==> config.mk <==
export PLATFORM = sky130hd
export DESIGN_NAME = instruction_sequencer
export DESIGN_NICKNAME = d
export VERILOG_FILES = /design/src/rtl/instruction_sequencer.sv
export SDC_FILE = /design/constraint.sdc
export NUM_CORES = 1
export LEC_CHECK = 0
export ABC_AREA = 0
export BUFFER_PORTS_ARGS = -buffer_cell sky130_fd_sc_hd__clkbuf_2
export CORE_MARGIN = 3
export CORE_UTILIZATION = 54
export CTS_CLUSTER_SIZE = 24
export DETAILED_ROUTE_END_ITERATION = 7
export GPL_ROUTABILITY_DRIVEN = 0
export PLACE_DENSITY = 0.82
export RECOVER_POWER = 50
export SLEW_MARGIN = 20
export SYNTH_ARGS = -nofsm -noshare
export SYNTH_HDL_FRONTEND = slang
export SYNTH_SLANG_ARGS = --single-unit
==> constraint.sdc <==
create_clock -name clock -period 3.01 [get_ports clock]
set_clock_uncertainty 0.05 [all_clocks]
set_input_delay 0.602 -clock clock [delete_from_list [all_inputs] [get_ports clock]]
set_output_delay 0.602 -clock clock [all_outputs]
set_load 0.005 [all_outputs]
==> src/rtl/instruction_sequencer.sv <==
// Four-step instruction sequencer (fetch, immediate, read, write) with memory wait-state stretching,
// halt/resume control and a sticky bus error. Optional retire counter: INSTRUCTION_SEQUENCER_RETIRE_COUNT_EN.
module instruction_sequencer #(
    parameter int WAIT_LIMIT = 15
) (
    input  logic        clock,
    input  logic        reset,
    input  logic        run,
    input  logic        resume,
    input  logic        mem_ready,
    input  logic        halt_request,
    input  logic        can_halt,
    input  logic        source_mem,
    input  logic        destination_mem,
    input  logic        write_enable,
    output logic [1:0]  step,
    output logic [1:0]  address_select,
    output logic        mem_read,
    output logic        mem_write,
    output logic        pc_advance,
    output logic        halted,
    output logic        bus_error
`ifdef INSTRUCTION_SEQUENCER_RETIRE_COUNT_EN
    ,
    output logic [15:0] retired
`endif
);

    typedef enum logic [2:0] {
        S_IDLE   = 3'd0,
        S_FETCH  = 3'd1,
        S_IMM    = 3'd2,
        S_READ   = 3'd3,
        S_WRITE  = 3'd4,
        S_HALTED = 3'd5,
        S_ERROR  = 3'd6
    } state_t;

    localparam logic [3:0] WAIT_LAST = 4'(WAIT_LIMIT - 1);

    state_t     r_state;
    logic [1:0] r_step;
    logic       r_halted;
    logic       r_bus_error;
    logic [3:0] r_wait;

    logic       w_mem_read;
    logic       w_mem_write;
    logic [1:0] w_addr_sel;
    logic       w_pc_advance;
    logic       w_halt;
    logic       w_strobe;
    logic       w_step_done;
    logic       w_wait_over;

    // Strobe, address-source and pc-advance decode from the current step and its inputs.
    always_comb begin
        w_mem_read   = 1'b0;
        w_mem_write  = 1'b0;
        w_addr_sel   = 2'd0;
        w_pc_advance = 1'b0;
        w_halt       = 1'b0;
        case (r_state)
            S_FETCH: begin
                w_mem_read = 1'b1;
                w_addr_sel = 2'd0;
            end
            S_IMM: begin
                w_mem_read = 1'b1;
                w_addr_sel = 2'd1;
            end
            S_READ: begin
                w_addr_sel = 2'd2;
                w_halt     = halt_request & can_halt;
                w_mem_read = source_mem & ~w_halt;
            end
            S_WRITE: begin
                w_addr_sel   = 2'd3;
                w_mem_write  = destination_mem & write_enable;
                w_pc_advance = ~w_mem_write | mem_ready;
            end
            default: begin
                w_addr_sel = 2'd0;
            end
        endcase
        // mem_ready only counts while a strobe is out; unstrobed steps finish in one cycle.
        w_strobe    = w_mem_read | w_mem_write;
        w_step_done = ~w_strobe | mem_ready;
        w_wait_over = w_strobe & ~mem_ready & (r_wait == WAIT_LAST);
    end

    // Sequencer state, registered step/halted/bus_error and per-step wait counter.
    always_ff @(posedge clock or posedge reset) begin
        if (reset) begin
            r_state     <= S_IDLE;
            r_step      <= 2'd0;
            r_halted    <= 1'b0;
            r_bus_error <= 1'b0;
            r_wait      <= 4'd0;
        end else if (w_wait_over) begin
            r_state     <= S_ERROR;
            r_step      <= 2'd0;
            r_bus_error <= 1'b1;
            r_wait      <= 4'd0;
        end else begin
            case (r_state)
                S_IDLE: begin
                    if (run) begin
                        r_state <= S_FETCH;
                        r_step  <= 2'd0;
                        r_wait  <= 4'd0;
                    end
                end
                S_FETCH: begin
                    if (w_step_done) begin
                        r_state <= S_IMM;
                        r_step  <= 2'd1;
                        r_wait  <= 4'd0;
                    end else begin
                        r_wait <= r_wait + 4'd1;
                    end
                end
                S_IMM: begin
                    if (w_step_done) begin
                        r_state <= S_READ;
                        r_step  <= 2'd2;
                        r_wait  <= 4'd0;
                    end else begin
                        r_wait <= r_wait + 4'd1;
                    end
                end
                S_READ: begin
                    if (w_halt) begin
                        r_state  <= S_HALTED;
                        r_step   <= 2'd0;
                        r_halted <= 1'b1;
                        r_wait   <= 4'd0;
                    end else if (w_step_done) begin
                        r_state <= S_WRITE;
                        r_step  <= 2'd3;
                        r_wait  <= 4'd0;
                    end else begin
                        r_wait <= r_wait + 4'd1;
                    end
                end
                S_WRITE: begin
                    if (w_step_done) begin
                        r_state <= run ? S_FETCH : S_IDLE;
                        r_step  <= 2'd0;
                        r_wait  <= 4'd0;
                    end else begin
                        r_wait <= r_wait + 4'd1;
                    end
                end
                S_HALTED: begin
                    if (resume) begin
                        r_state  <= S_IDLE;
                        r_halted <= 1'b0;
                    end
                end
                S_ERROR: begin
                    r_state <= S_ERROR;
                end
                default: begin
                    r_state  <= S_IDLE;
                    r_step   <= 2'd0;
                    r_halted <= 1'b0;
                    r_wait   <= 4'd0;
                end
            endcase
        end
    end

`ifdef INSTRUCTION_SEQUENCER_RETIRE_COUNT_EN
    logic [15:0] r_retired;

    // Retired-instruction count; halts never reach pc_advance so they are not counted.
    always_ff @(posedge clock or posedge reset) begin
        if (reset) begin
            r_retired <= 16'd0;
        end else if (w_pc_advance) begin
            r_retired <= r_retired + 16'd1;
        end else begin
            r_retired <= r_retired;
        end
    end

    assign retired = r_retired;
`endif

    assign step           = r_step;
    assign halted         = r_halted;
    assign bus_error      = r_bus_error;
    assign mem_read       = w_mem_read;
    assign mem_write      = w_mem_write;
    assign address_select = w_addr_sel;
    assign pc_advance     = w_pc_advance;

endmodule

==> impl_metrics.json <==
{
  "ys_seq_area_frac": 0.3716,
  "cts_sinks": 11,
  "wl_per_cell_um": 13.47,
  "cts_buffers": 3,
  "clk_path_buf_depth": 2,
  "via_per_inst": 6.026,
  "drv_cap": 0,
  "drt_iter0_drc": 17,
  "p_leak_nw": 0.4362,
  "synth_edf_count": 0,
  "critPathCaptureType": "primary output",
  "antenna_cells": 0,
  "nets": 115,
  "most-common-layout-cells": "clkbuf_2, nand2_1, dfrtp_1, nor2_1, o21ai_0",
  "status": "finished, final reports clean",
  "grt_pass1_vias": 688,
  "die_x_um": 43.04,
  "fin_setup_tns_ps": 0,
  "overflow": 0,
  "worst-slew-pin-transition_ps": 556.6,
  "grt_first_pass_wirelength_um": 2891,
  "fillers": 93,
  "synth_ff_type": "dfrtp_1",
  "dpl.cell_count": 112,
  "hp-class": "input port to async pin",
  "finalSetupViolCount": 0,
  "cts-root-buf": "clkbuf_4",
  "hpwl_um": 1152,
  "relSlewSlack": 0.6290,
  "firstDrtPassIters": 4,
  "cts_tree": "done",
  "synthToLayoutAreaGrowth_pct": 14.19,
  "finalHoldViolCount": 0,
  "cp_max_fo": 15,
  "track_usage": 0.2035,
  "syn_area_per_cell_um2": 8.714,
  "rsz0062_at_grt": "no",
  "synthArstFlopShare": 1.000,
  "ys_ff_latch": 11,
  "wl_um": 1563,
  "finalCritPeriodShare": 0.7478,
  "synth_area_um2": 740.7,
  "worstSetupStartpointType": "flop",
  "vias": 699,
  "cts-resized-gates": 0,
  "start_util": 0.6167,
  "cts_hold_buf": 0,
  "htree_levels": 1,
  "fin_util": 0.7042,
  "dieArea_um2": 1852,
  "antenna_found_initial": 0,
  "syn_nets": 97,
  "synth_cell_type_count": 34,
  "rows": 12,
  "fin_cells": 116,
  "clkTransAtPathRegs_ps": 70,
  "clock_latency_ps": 270,
  "worstPathRequired_ps": 2360,
  "min_period_ps": 2251,
  "port-buffer-count": 18,
  "antenna_left": 0,
  "maxSlewViolCount": 0,
  "netlist_instances": 85,
  "worstPathArrival_ps": 1600,
  "drc_errors": 0,
  "grt_max_degree": 20,
  "drive_gt1_frac": 0.3039,
  "ir_drop_mv": 0.6066,
  "power_density_nw_per_um2": 915.8,
  "post_cts_buffers": 0,
  "yosys_warnings": 0,
  "final_common_cell": "clkbuf_2",
  "core_um2": 1201,
  "ios": 19,
  "die_h_um": 43.04,
  "crit_type": "flop to primary output",
  "fmax_ghz": 0.4443
}
-- critical path, cell delays in order (launching register included) --
cell and delay (ps):
dfrtp_1 630, or3b_4 470, nor2_1 110, clkbuf_2 110
-- area by class of cell --
| class | count | area, um2 | share of cell area |
|---|---|---|---|
| clock buffers | 4 | 26.28 | 0.03107 |
| inverters | 2 | 7.507 | 0.008876 |
| multi-input cells | 67 | 430.4 | 0.5089 |
| flip-flops and latches | 11 | 275.3 | 0.3254 |
| well taps | 14 | 17.52 | 0.02071 |
| repair buffers | 18 | 88.84 | 0.1050 |
-- sequential cells by signal, summed over array words and instances, names as in the netlist --
name / count
bus_error: 1
halted: 1
r_wait: 4
r_state: 3
step: 2
-- Yosys cell counts (all sizes together), types with 2 or more instances --
master / number / area share
mux2: 3 / 0.051
buf: 2 / 0.022
a21o: 2 / 0.020
a22o: 2 / 0.024
nand2: 11 / 0.056
dfrtp: 11 / 0.37
o21ai: 8 / 0.059
nand3: 3 / 0.020
nor3: 4 / 0.034
a31oi: 2 / 0.017
ha: 2 / 0.034
nor2: 9 / 0.046
nor3b: 2 / 0.020
o21bai: 2 / 0.020
inv: 2 / 0.010
or2: 2 / 0.017
a21oi: 3 / 0.020
clkbuf: 3 / 0.015
-- metrics by stage --
stage,setup WS (ps),instance area (um2),power [mW],hold WS [ps]
CTS,761.7,847.1,0.7716,260.2
global route,583.1,845.8,0.8444,266.4
global placement,885.2,820.8,0.6548,406.8
finish,759.1,845.8,0.7746,239.3
detailed placement,795.5,820.8,0.6732,409.9
floorplan,1044,740.7,0.5854,404.4
-- layer usage --
metal | GRT usage | vias up | wire (um)
met1 | 0.2718 | 324 | 686
met2 | 0.3263 | 35 | 710
met3 | 0.05508 | 2 | 158
met5 | 0 | - | 0
met4 | 0.04819 | 0 | 8
li1 | - | 338 | -
-- worst paths after layout --
| check | startpoint | end | slack [ps] | cells after the start |
|---|---|---|---|---|
| worst max-delay path | r_state[2] | pc_advance | 760 | 3 |
| worst min-delay path | reset | bus_error | 240 | 2 |
| worst max register to register | r_state[0] | step[0] | 800 | 5 |
| max in group asynchronous | reset | r_wait[1] | 2380 | 2 |
| worst min register to register | bus_error | bus_error | 430 | 1 |
| min in group clock | bus_error | bus_error | 430 | 1 |
-- report_power, final --
part | switching (mW) | internal (mW) | total [mW]
clock | 0.0509 | 0.0513 | 0.102
combinational | 0.179 | 0.203 | 0.382
sequential | 0.101 | 0.189 | 0.291
total | 0.331 | 0.443 | 0.775
-- cells by family after synthesis --
logic type,count (synthesis),synth area share
and+or+nand+nor,36,0.2483
buffers and inverters,7,0.04729
DFF,11,0.3716
xor gates and xnor gates,2,0.02365
muxes,3,0.05067
adders and majority gates,2,0.03378
AOI/OAI and AO/OA,24,0.2246
No activity file was read; power rests on OpenSTA's default activity.
